**src/rtl/tdma_rx_parser.sv**
```systemverilog
// TDMA receive-frame parser: fetches the 16-byte payload header of a received
// frame via one IPIC burst read, decodes PING / ACK_PING frames and keeps
// saturating statistics counters.
module tdma_rx_parser #(
  parameter int          ADDR_WIDTH     = 32,
  parameter int          DATA_WIDTH     = 32,
  parameter int          C_LENGTH_WIDTH = 14,
  parameter logic [31:0] PAYLOAD_OFFSET = 32'h20,
  parameter int          TIMEOUT_CYCLES = 1024
) (
  input  logic                      clk,
  input  logic                      reset_n,
  input  logic                      rx_req_valid,
  input  logic [ADDR_WIDTH-1:0]     rx_req_addr,
  output logic                      rx_req_ready,
  output logic                      ipic_start,
  output logic [2:0]                ipic_type,
  input  logic                      ipic_ack,
  input  logic                      ipic_done_wire,
  output logic [ADDR_WIDTH-1:0]     read_addr,
  output logic [C_LENGTH_WIDTH-1:0] read_length,
  input  logic [4*DATA_WIDTH-1:0]   bunch_read_data,
  output logic                      recv_ping,
  output logic                      recv_ack_ping,
  output logic [DATA_WIDTH-1:0]     recv_seq,
  output logic [DATA_WIDTH-1:0]     recv_sec,
  output logic [DATA_WIDTH-1:0]     recv_counter2,
  output logic [15:0]               rx_ping_count,
  output logic [15:0]               rx_ackping_count,
  output logic [15:0]               rx_drop_count
);

  localparam int TW = $clog2(TIMEOUT_CYCLES + 1);
  localparam logic [TW-1:0] TO_LAST = TW'(TIMEOUT_CYCLES - 1);
  localparam logic [5:0] FLAG_PING     = 6'd1;
  localparam logic [5:0] FLAG_ACK_PING = 6'd2;

  typedef enum logic [2:0] {
    S_IDLE, S_REQ, S_WAIT_ACK, S_WAIT_DONE, S_PARSE, S_EMIT
  } state_t;

  state_t                    state_q, state_d;
  logic                      ready_q, ready_d;
  logic [ADDR_WIDTH-1:0]     read_addr_q, read_addr_d;
  logic [C_LENGTH_WIDTH-1:0] read_length_q, read_length_d;
  logic [4*DATA_WIDTH-1:0]   data_q, data_d;
  logic [DATA_WIDTH-1:0]     seq_q, seq_d, sec_q, sec_d, cnt2_q, cnt2_d;
  logic                      is_ping_q, is_ping_d;
  logic [TW-1:0]             timeout_q, timeout_d;
  logic [15:0]               ping_cnt_q, ping_cnt_d;
  logic [15:0]               ack_cnt_q, ack_cnt_d;
  logic [15:0]               drop_cnt_q, drop_cnt_d;

  logic [5:0] flag;
  logic       frame_ok;

  function automatic logic [15:0] sat_inc(input logic [15:0] v);
    return (v == 16'hFFFF) ? v : v + 16'd1;
  endfunction

  assign flag     = data_q[5:0];
  assign frame_ok = (data_q[DATA_WIDTH-1:6] == '0) &&
                    ((flag == FLAG_PING) || (flag == FLAG_ACK_PING));

  // Next-state and datapath update for the fetch/decode sequence.
  always_comb begin
    state_d       = state_q;
    read_addr_d   = read_addr_q;
    read_length_d = read_length_q;
    data_d        = data_q;
    seq_d         = seq_q;
    sec_d         = sec_q;
    cnt2_d        = cnt2_q;
    is_ping_d     = is_ping_q;
    timeout_d     = timeout_q;
    ping_cnt_d    = ping_cnt_q;
    ack_cnt_d     = ack_cnt_q;
    drop_cnt_d    = drop_cnt_q;
    case (state_q)
      S_IDLE: begin
        if (rx_req_valid && ready_q) begin
          read_addr_d   = rx_req_addr + ADDR_WIDTH'(PAYLOAD_OFFSET);
          read_length_d = C_LENGTH_WIDTH'(16);
          state_d       = S_REQ;
        end
      end
      S_REQ: begin
        timeout_d = '0;
        state_d   = S_WAIT_ACK;
      end
      S_WAIT_ACK: begin
        // A completion seen before the request is acknowledged is ignored.
        if (ipic_ack) begin
          timeout_d = '0;
          state_d   = S_WAIT_DONE;
        end else if (timeout_q == TO_LAST) begin
          drop_cnt_d = sat_inc(drop_cnt_q);
          state_d    = S_IDLE;
        end else begin
          timeout_d = timeout_q + 1'b1;
        end
      end
      S_WAIT_DONE: begin
        if (ipic_done_wire) begin
          data_d  = bunch_read_data;
          state_d = S_PARSE;
        end else if (timeout_q == TO_LAST) begin
          drop_cnt_d = sat_inc(drop_cnt_q);
          state_d    = S_IDLE;
        end else begin
          timeout_d = timeout_q + 1'b1;
        end
      end
      S_PARSE: begin
        if (frame_ok) begin
          seq_d     = data_q[2*DATA_WIDTH-1:DATA_WIDTH];
          sec_d     = data_q[3*DATA_WIDTH-1:2*DATA_WIDTH];
          cnt2_d    = data_q[4*DATA_WIDTH-1:3*DATA_WIDTH];
          is_ping_d = (flag == FLAG_PING);
          state_d   = S_EMIT;
        end else begin
          drop_cnt_d = sat_inc(drop_cnt_q);
          state_d    = S_IDLE;
        end
      end
      S_EMIT: begin
        if (is_ping_q) ping_cnt_d = sat_inc(ping_cnt_q);
        else           ack_cnt_d  = sat_inc(ack_cnt_q);
        state_d = S_IDLE;
      end
      default: state_d = S_IDLE;
    endcase
    // Ready is registered so that it reads 0 while reset is held.
    ready_d = (state_d == S_IDLE);
  end

  // State and datapath registers.
  always_ff @(posedge clk or negedge reset_n) begin
    if (!reset_n) begin
      state_q       <= S_IDLE;
      ready_q       <= 1'b0;
      read_addr_q   <= '0;
      read_length_q <= '0;
      data_q        <= '0;
      seq_q         <= '0;
      sec_q         <= '0;
      cnt2_q        <= '0;
      is_ping_q     <= 1'b0;
      timeout_q     <= '0;
      ping_cnt_q    <= '0;
      ack_cnt_q     <= '0;
      drop_cnt_q    <= '0;
    end else begin
      state_q       <= state_d;
      ready_q       <= ready_d;
      read_addr_q   <= read_addr_d;
      read_length_q <= read_length_d;
      data_q        <= data_d;
      seq_q         <= seq_d;
      sec_q         <= sec_d;
      cnt2_q        <= cnt2_d;
      is_ping_q     <= is_ping_d;
      timeout_q     <= timeout_d;
      ping_cnt_q    <= ping_cnt_d;
      ack_cnt_q     <= ack_cnt_d;
      drop_cnt_q    <= drop_cnt_d;
    end
  end

  assign rx_req_ready     = ready_q;
  assign ipic_start       = (state_q == S_REQ) || (state_q == S_WAIT_ACK);
  assign ipic_type        = 3'd0;
  assign read_addr        = read_addr_q;
  assign read_length      = read_length_q;
  assign recv_ping        = (state_q == S_EMIT) && is_ping_q;
  assign recv_ack_ping    = (state_q == S_EMIT) && !is_ping_q;
  assign recv_seq         = seq_q;
  assign recv_sec         = sec_q;
  assign recv_counter2    = cnt2_q;
  assign rx_ping_count    = ping_cnt_q;
  assign rx_ackping_count = ack_cnt_q;
  assign rx_drop_count    = drop_cnt_q;

endmodule

```
**config.mk**
```make
export PLATFORM = sky130hd
export DESIGN_NAME = tdma_rx_parser
export DESIGN_NICKNAME = d
export VERILOG_FILES = /design/src/rtl/tdma_rx_parser.sv
export SDC_FILE = /design/constraint.sdc
export NUM_CORES = 1
export LEC_CHECK = 0
export BUFFER_PORTS_ARGS = -buffer_cell sky130_fd_sc_hd__buf_2
export CAP_MARGIN = 10
export CORE_ASPECT_RATIO = 1.5
export CORE_MARGIN = 3
export CORE_UTILIZATION = 49
export CTS_BUF_LIST = sky130_fd_sc_hd__clkbuf_8
export DETAILED_ROUTE_END_ITERATION = 7
export HOLD_SLACK_MARGIN = 0.1
export PLACE_DENSITY = 0.88
export SETUP_SLACK_MARGIN = 0.05
export SKIP_CTS_REPAIR_TIMING = 1
export SLEW_MARGIN = 40
export SYNTH_ARGS = -nofsm -noshare
export SYNTH_HDL_FRONTEND = slang
export SYNTH_SLANG_ARGS = --single-unit
```
**constraint.sdc**
```tcl
create_clock -name clk -period 1.9 [get_ports clk]
set_input_delay 0.19 -clock clk [delete_from_list [all_inputs] [get_ports clk]]
set_output_delay 0.19 -clock clk [all_outputs]
set_load 0.1 [all_outputs]
```
==> reports/qor.yml, run 1 <==
sta:
  tns_ns: -7.40
  slew_violations: 0
  period_minus_slack_ns: 2.03
  max_freq_mhz: 492
  max_slew_margin_pct: 64.2
  post-route-period-util_pct: 107
  setup_viol: 108
  setup_ws_ns: -0.131
  final-hold-violation-count: 0
  hold_ws_ns: 0.148
  worst_pin_slew_ns: 0.541
  grt_setup_unrepaired: "true"
  skew_ns: 0.0226
synthesis:
  yosysMostFrequentCell: "dfrtp_1"
  synth_cell_types: 48
  synth_top_area_cell: "dfrtp_1"
  ys_seq_area_share_pct: 61.1
  synthCells: 975
  ys_seq_elements: 321
  synth.top_cells.by_area: "dfrtp_1 (61%), mux2_2 (19%), xnor2_1 (3.5%)"
  yosysWarnings: 0
  yosys.area.top_type_share_pct: 61.1
  synth_top_cells_by_count: "dfrtp_1 (321), mux2_2 (227), nand2_1 (79), xnor2_1 (53), nand3_1 (32)"
  avgSynthCellArea_um2: 13.5
  syn_area_mm2: 0.0132
  synth-async-reset-ratio_pct: 100
  ys.flop_type: "dfrtp_1"
  synth_edf_count: 0
worst_setup_path:
  crit-reg2reg-launch: "data_q[13]"
  critPathRequiredTime_ns: 2.35
  worst_ep_arrival_time_ns: 2.48
  worstSetupStartpointType: "register"
  slowest_stage: "or3_4"
  cp_max_fo: 45
  crit_type: "reg -> reg"
  worstSetupEndpointType: "register"
  slowest_delay_ns: 0.43
  r2r_end: "recv_counter2[26]"
  cpLargestDelayFamily: "simple AND/OR/NAND/NOR gates"
  crit_buf_inv: 1
  r2r_slack_ns: -0.13
  r2r_cells: 5
  path_cells: "nor4_2 > nand4_1 > or3_4 > buf_12 > mux2_2"
floorplanning:
  die_y_um: 207
  dieWidth_um: 140
  io_pins: 362
  die_area_mm2: 0.0289
  start_util_pct: 50.4
  core-area_mm2: 0.0261
  rows: 72
placed_design:
  dp_hpwl_mm: 22.9
  dp.cells: 1675
  post_dp_cell_area_mm2: 0.0159
  port_buffers: 345
  gp_congestion: 0.878
clock_network:
  cts.htree.levels: 2
  cts_tree: "done"
  clock_latency_ns: 0.57
  clk_path_buf_depth: 3
  cts_buffers: 49
  cts.sinks: 321
  cts_root_buf: "clkbuf_8"
  clk_pin_slew_worst_paths_ns: 0.07
route:
  avgRoutedWirePerCell_um: 19.8
  first_pass_iters: 4
  final_antenna_net_count: 0
  wl_mm: 38.6
  vias: 10300
  avgViaCountPerCell: 5.27
  drc: 0
  drt-initial-drc-count: 406
pwr:
  power_uw: 23600
  power.leakage_uw: 0.00953
  ir_drop_mv: 1.65
  cellPowerDensity_mw_per_mm2: 1240
job:
  maxCapViolCount: 0
global_route:
  grt_antenna_before_repair: 5
  grt_pass1_wl_mm: 49.9
  grt-ovfl-total: 0
  grt_max_degree: 72
  grt_usage_pct: 21.3
  grt_pass1_vias: 9854
final_layout:
  area_growth_pct: 44.1
  fin_cells: 1949
  drive_gt1_share_pct: 51.4
  finish.instance_area_mm2: 0.0190
  fin_nets: 1740
min_path:
  worst_hold_path_type: "in -> async"
status:
  status: "complete, but fails checks"
  violations: "negative setup slack"
[flip-flops by register name, summed over array words and instances (netlist names), 11 cells and up]
signal,flops
data_q,128
read_addr,32
recv_counter2,32
recv_sec,32
recv_seq,32
rx_ackping_count,16
rx_drop_count,16
rx_ping_count,16
timeout_q,11
[through the flow]
stage | worst slack [ns] | utilization, %
after CTS | -0.246 | 65.0
after global placement | -0.145 | 61.0
after global routing | -0.243 | 72.5
final | -0.131 | 72.6
after floorplan | -0.302 | -
after detailed placement | -0.180 | 61.0
[power breakdown]
group / internal (uW) / switching, uW
Combinational: 2710 / 5000
Clock: 3280 / 2750
Sequential: 8680 / 1160
[placed cells by master, fill, tap and decap left out, types with 25 or more instances in the layout]
master         count
xnor2_1           52
o21ai_0           26
dfrtp_1          275
mux2_2           226
dlygate4sd3_1    165
buf_4             57
buf_2            340
nor2_1            26
nand2_1           71
dfrtp_2           25
clkbuf_8          67
[routing by layer]
layer | part of all wire, % | vias up | global-route usage [%]
met2 | 55 | 406 | 39.2
met3 | 5.1 | 129 | 5.81
met5 | 0 | - | 0
met4 | 5.2 | 0 | 9.83
met1 | 35 | 5144 | 22.7
li1 | - | 4586 | -
[final cells by class]
cell class | count | area (um^2)
diodes | 6 | 15.0
clock buffers | 67 | 922
clock inverters | 24 | 134
fillers | 1572 | 7170
inverters | 9 | 33.8
multi-input cells | 605 | 5130
flip-flops and latches | 321 | 8140
well taps | 333 | 417
repair buffers | 584 | 4160
[logic make-up after synthesis]
| group | Yosys count | synth area share [%] |
|---|---|---|
| adders and majority gates | 5 | 0.476 |
| DFF | 321 | 61.1 |
| other | 1 | 0.0285 |
| muxes | 227 | 19.4 |
| buffers and inverters | 65 | 2.56 |
| xor gates and xnor gates | 77 | 5.13 |
| AOI/OAI and AO/OA | 53 | 2.58 |
| and+or+nand+nor | 226 | 8.74 |
[worst max-delay path by stage]
stage | from | endpoint | slack [ns] | cells after the start
5_1_grt | data_q[13] | recv_counter2[26] | -0.24 | 5
4_1_cts | state_q[0] | recv_ping | -0.25 | 5
6_report | data_q[13] | recv_counter2[26] | -0.13 | 5
3_3_place_gp | data_q[9] | rx_drop_count[1] | -0.15 | 5
3_5_place_dp | data_q[9] | rx_drop_count[15] | -0.18 | 7
2_1_floorplan | rx_ackping_count[8] | rx_ackping_count[15] | -0.30 | 7
No activity file was read; power rests on OpenSTA's default activity.
==> inputs of run 2 (changes only) <==
--- a/config.mk
+++ b/config.mk
@@ -14,7 +14,7 @@
 export DETAILED_ROUTE_END_ITERATION = 7
 export HOLD_SLACK_MARGIN = 0.1
 export PLACE_DENSITY = 0.88
-export SETUP_SLACK_MARGIN = 0.05
+export SETUP_SLACK_MARGIN = 0.15
 export SKIP_CTS_REPAIR_TIMING = 1
 export SLEW_MARGIN = 40
 export SYNTH_ARGS = -nofsm -noshare
==> run 2 against run 1 <==
- the run still ends with negative setup slack left
- first-iteration DRC count grew 16%
- final area up 2.0%
- fmax down 7.2%
- clock skew up 0.0043 ns
- critical path type unchanged
- largest cell class unchanged
==> reports/qor.yml, run 2 (same netlist as run 1, synthesis figures left out) <==
final_layout:
  multi_input_area_mm2: 0.00531
  fin_nets: 1763
  fillerInstances: 1563
  drive_gt1_share_pct: 52.0
  layout_commonest_cell: "buf_2"
  layout_common_cells: "buf_2 (341), dfrtp_1 (273), mux2_2 (189)"
  seqCellArea_mm2: 0.00815
  largest_reg_flops: 128
  regMostFlops: "data_q"
  area_growth_pct: 47.0
  fin_cells: 1966
status:
  status: "complete, but fails checks"
  violations: "negative setup slack"
global_route:
  grt_max_degree: 64
  grt_pass1_wl_mm: 50.2
  grt-ovfl-total: 0
  grt_pass1_vias: 10100
  grt_usage_pct: 21.4
  grt_antenna_before_repair: 2
floorplanning:
  io_pins: 362
  die_area_mm2: 0.0289
  start_util_pct: 50.4
  rows: 72
  dieWidth_um: 140
  die_y_um: 207
  core-area_mm2: 0.0261
route:
  avgViaCountPerCell: 5.26
  vias: 10300
  first_pass_iters: 4
  drc: 0
  wl_mm: 40.5
  avgRoutedWirePerCell_um: 20.6
  drt-initial-drc-count: 471
  final_antenna_net_count: 0
worst_setup_path:
  cp_max_fo: 51
  slowest_stage: "or3_4"
  worstSetupStartpointType: "register"
  r2r_slack_ns: -0.29
  path_cells: "nor4_1 > nand4_1 > or3_4 > buf_12 > mux2_2"
  r2r_cells: 5
  crit-reg2reg-launch: "data_q[8]"
  slowest_delay_ns: 0.49
  crit_buf_inv: 1
  r2r_end: "recv_seq[20]"
  critPathRequiredTime_ns: 2.34
  worst_ep_arrival_time_ns: 2.63
  critical_path_depth: 5
  crit_end: "recv_seq[20]"
  crit_type: "reg -> reg"
  cpLargestDelayFamily: "simple AND/OR/NAND/NOR gates"
  crit_start: "data_q[8]"
  worstSetupEndpointType: "register"
sta:
  setup_ws_ns: -0.289
  setup_viol: 115
  tns_ns: -24.26
  slew_violations: 0
  period_minus_slack_ns: 2.19
  hold_ws_ns: 0.0552
  max_slew_margin_pct: 64.8
  skew_ns: 0.0270
  grt_setup_unrepaired: "true"
  post-route-period-util_pct: 115
  max_freq_mhz: 457
  worst_pin_slew_ns: 0.531
  final-hold-violation-count: 0
clock_network:
  cts_root_buf: "clkbuf_8"
  cts.htree.levels: 2
  clk_pin_slew_worst_paths_ns: 0.07
  clk_path_buf_depth: 3
  cts.sinks: 321
  cts_tree: "done"
  clock_latency_ns: 0.57
  cts_buffers: 47
min_path:
  worst_hold_path_type: "in -> reg"
pwr:
  internal_power_uw: 14600
  power_uw: 23600
  p_switching_uw: 9080
  power.leakage_uw: 0.00991
  seqPwrFrac_pct: 41.8
  switching_share_pct: 38.4
  cellPowerDensity_mw_per_mm2: 1220
  ir_drop_mv: 1.23
  p_comb_share_pct: 36.0
  clkPwrFrac_pct: 22.2
placed_design:
  port_buffers: 345
  dp_hpwl_mm: 22.8
  dp.cells: 1678
  gp_congestion: 0.813
job:
  maxCapViolCount: 0
==> run 2: changes by cell type in the layout (fill, tap and decap cells not counted), sizes merged <==
cell	change
clkbuf	-5
bufinv	-1
clkinvlp	-2
inv	+10
buf	+18
diode	-3
==> run 2: tightest hold or removal path, delay by kind of cell <==
family                 cells  cell delay (ns)
XOR/XNOR                   1             0.11
buffers and inverters      1             0.12
AO/OA/AOI/OAI              1             0.06
AND/OR/NAND/NOR            2             0.09
==> run 2: power by group through the flow <==
stage	Sequential (uW)	Clock (uW)	Combinational, uW
floorplan	12200	0	2950
global placement	9600	0	6910
detailed placement	9780	0	7120
CTS	9660	5270	7150
global route	10100	5660	8940
finish	9890	5250	8510
==> run 2: cell type report <==
class	instances	area share, %
Antenna cell	3	0.0388
Sequential cell	321	42.1
Inverter	9	0.188
Clock buffer	55	3.92
Tap cell	333	2.15
Multi-Input combinational cell	605	27.4
Timing Repair Buffer	609	23.5
Clock inverter	31	0.634
==> run 2: through the flow <==
stage | setup slack, ns | area [um^2] | utilization, %
2_1_floorplan | -0.302 | 13600 | -
3_3_place_gp | -0.284 | 15900 | 61.0
3_5_place_dp | -0.283 | 15900 | 61.0
4_1_cts | -0.312 | 16800 | 64.4
5_1_grt | -0.356 | 19300 | 74.0
6_report | -0.289 | 19300 | 74.0
==> run 2: per-layer routing <==
| layer | track usage (%) | wire length, um | vias to the layer above |
|---|---|---|---|
| met1 | 22.5 | 13900 | 5155 |
| met3 | 6.11 | 2230 | 141 |
| met2 | 39.5 | 22300 | 410 |
| met4 | 9.70 | 2080 | 0 |
| li1 | - | - | 4626 |
| met5 | 0 | 0 | - |
==> run 2: worst min path at each step <==
stage	start	endpoint	slack, ns	cells past startpoint
final	rx_req_addr[17]	read_addr[18]	0.06	5
after global placement	reset_n	rx_ping_count[12]	0.17	1
after CTS	reset_n	rx_ping_count[10]	-0.45	1
after floorplan	reset_n	data_q[0]	-0.11	0
after detailed placement	reset_n	rx_ping_count[14]	0.17	1
after global routing	rx_req_addr[9]	read_addr[9]	0.09	4
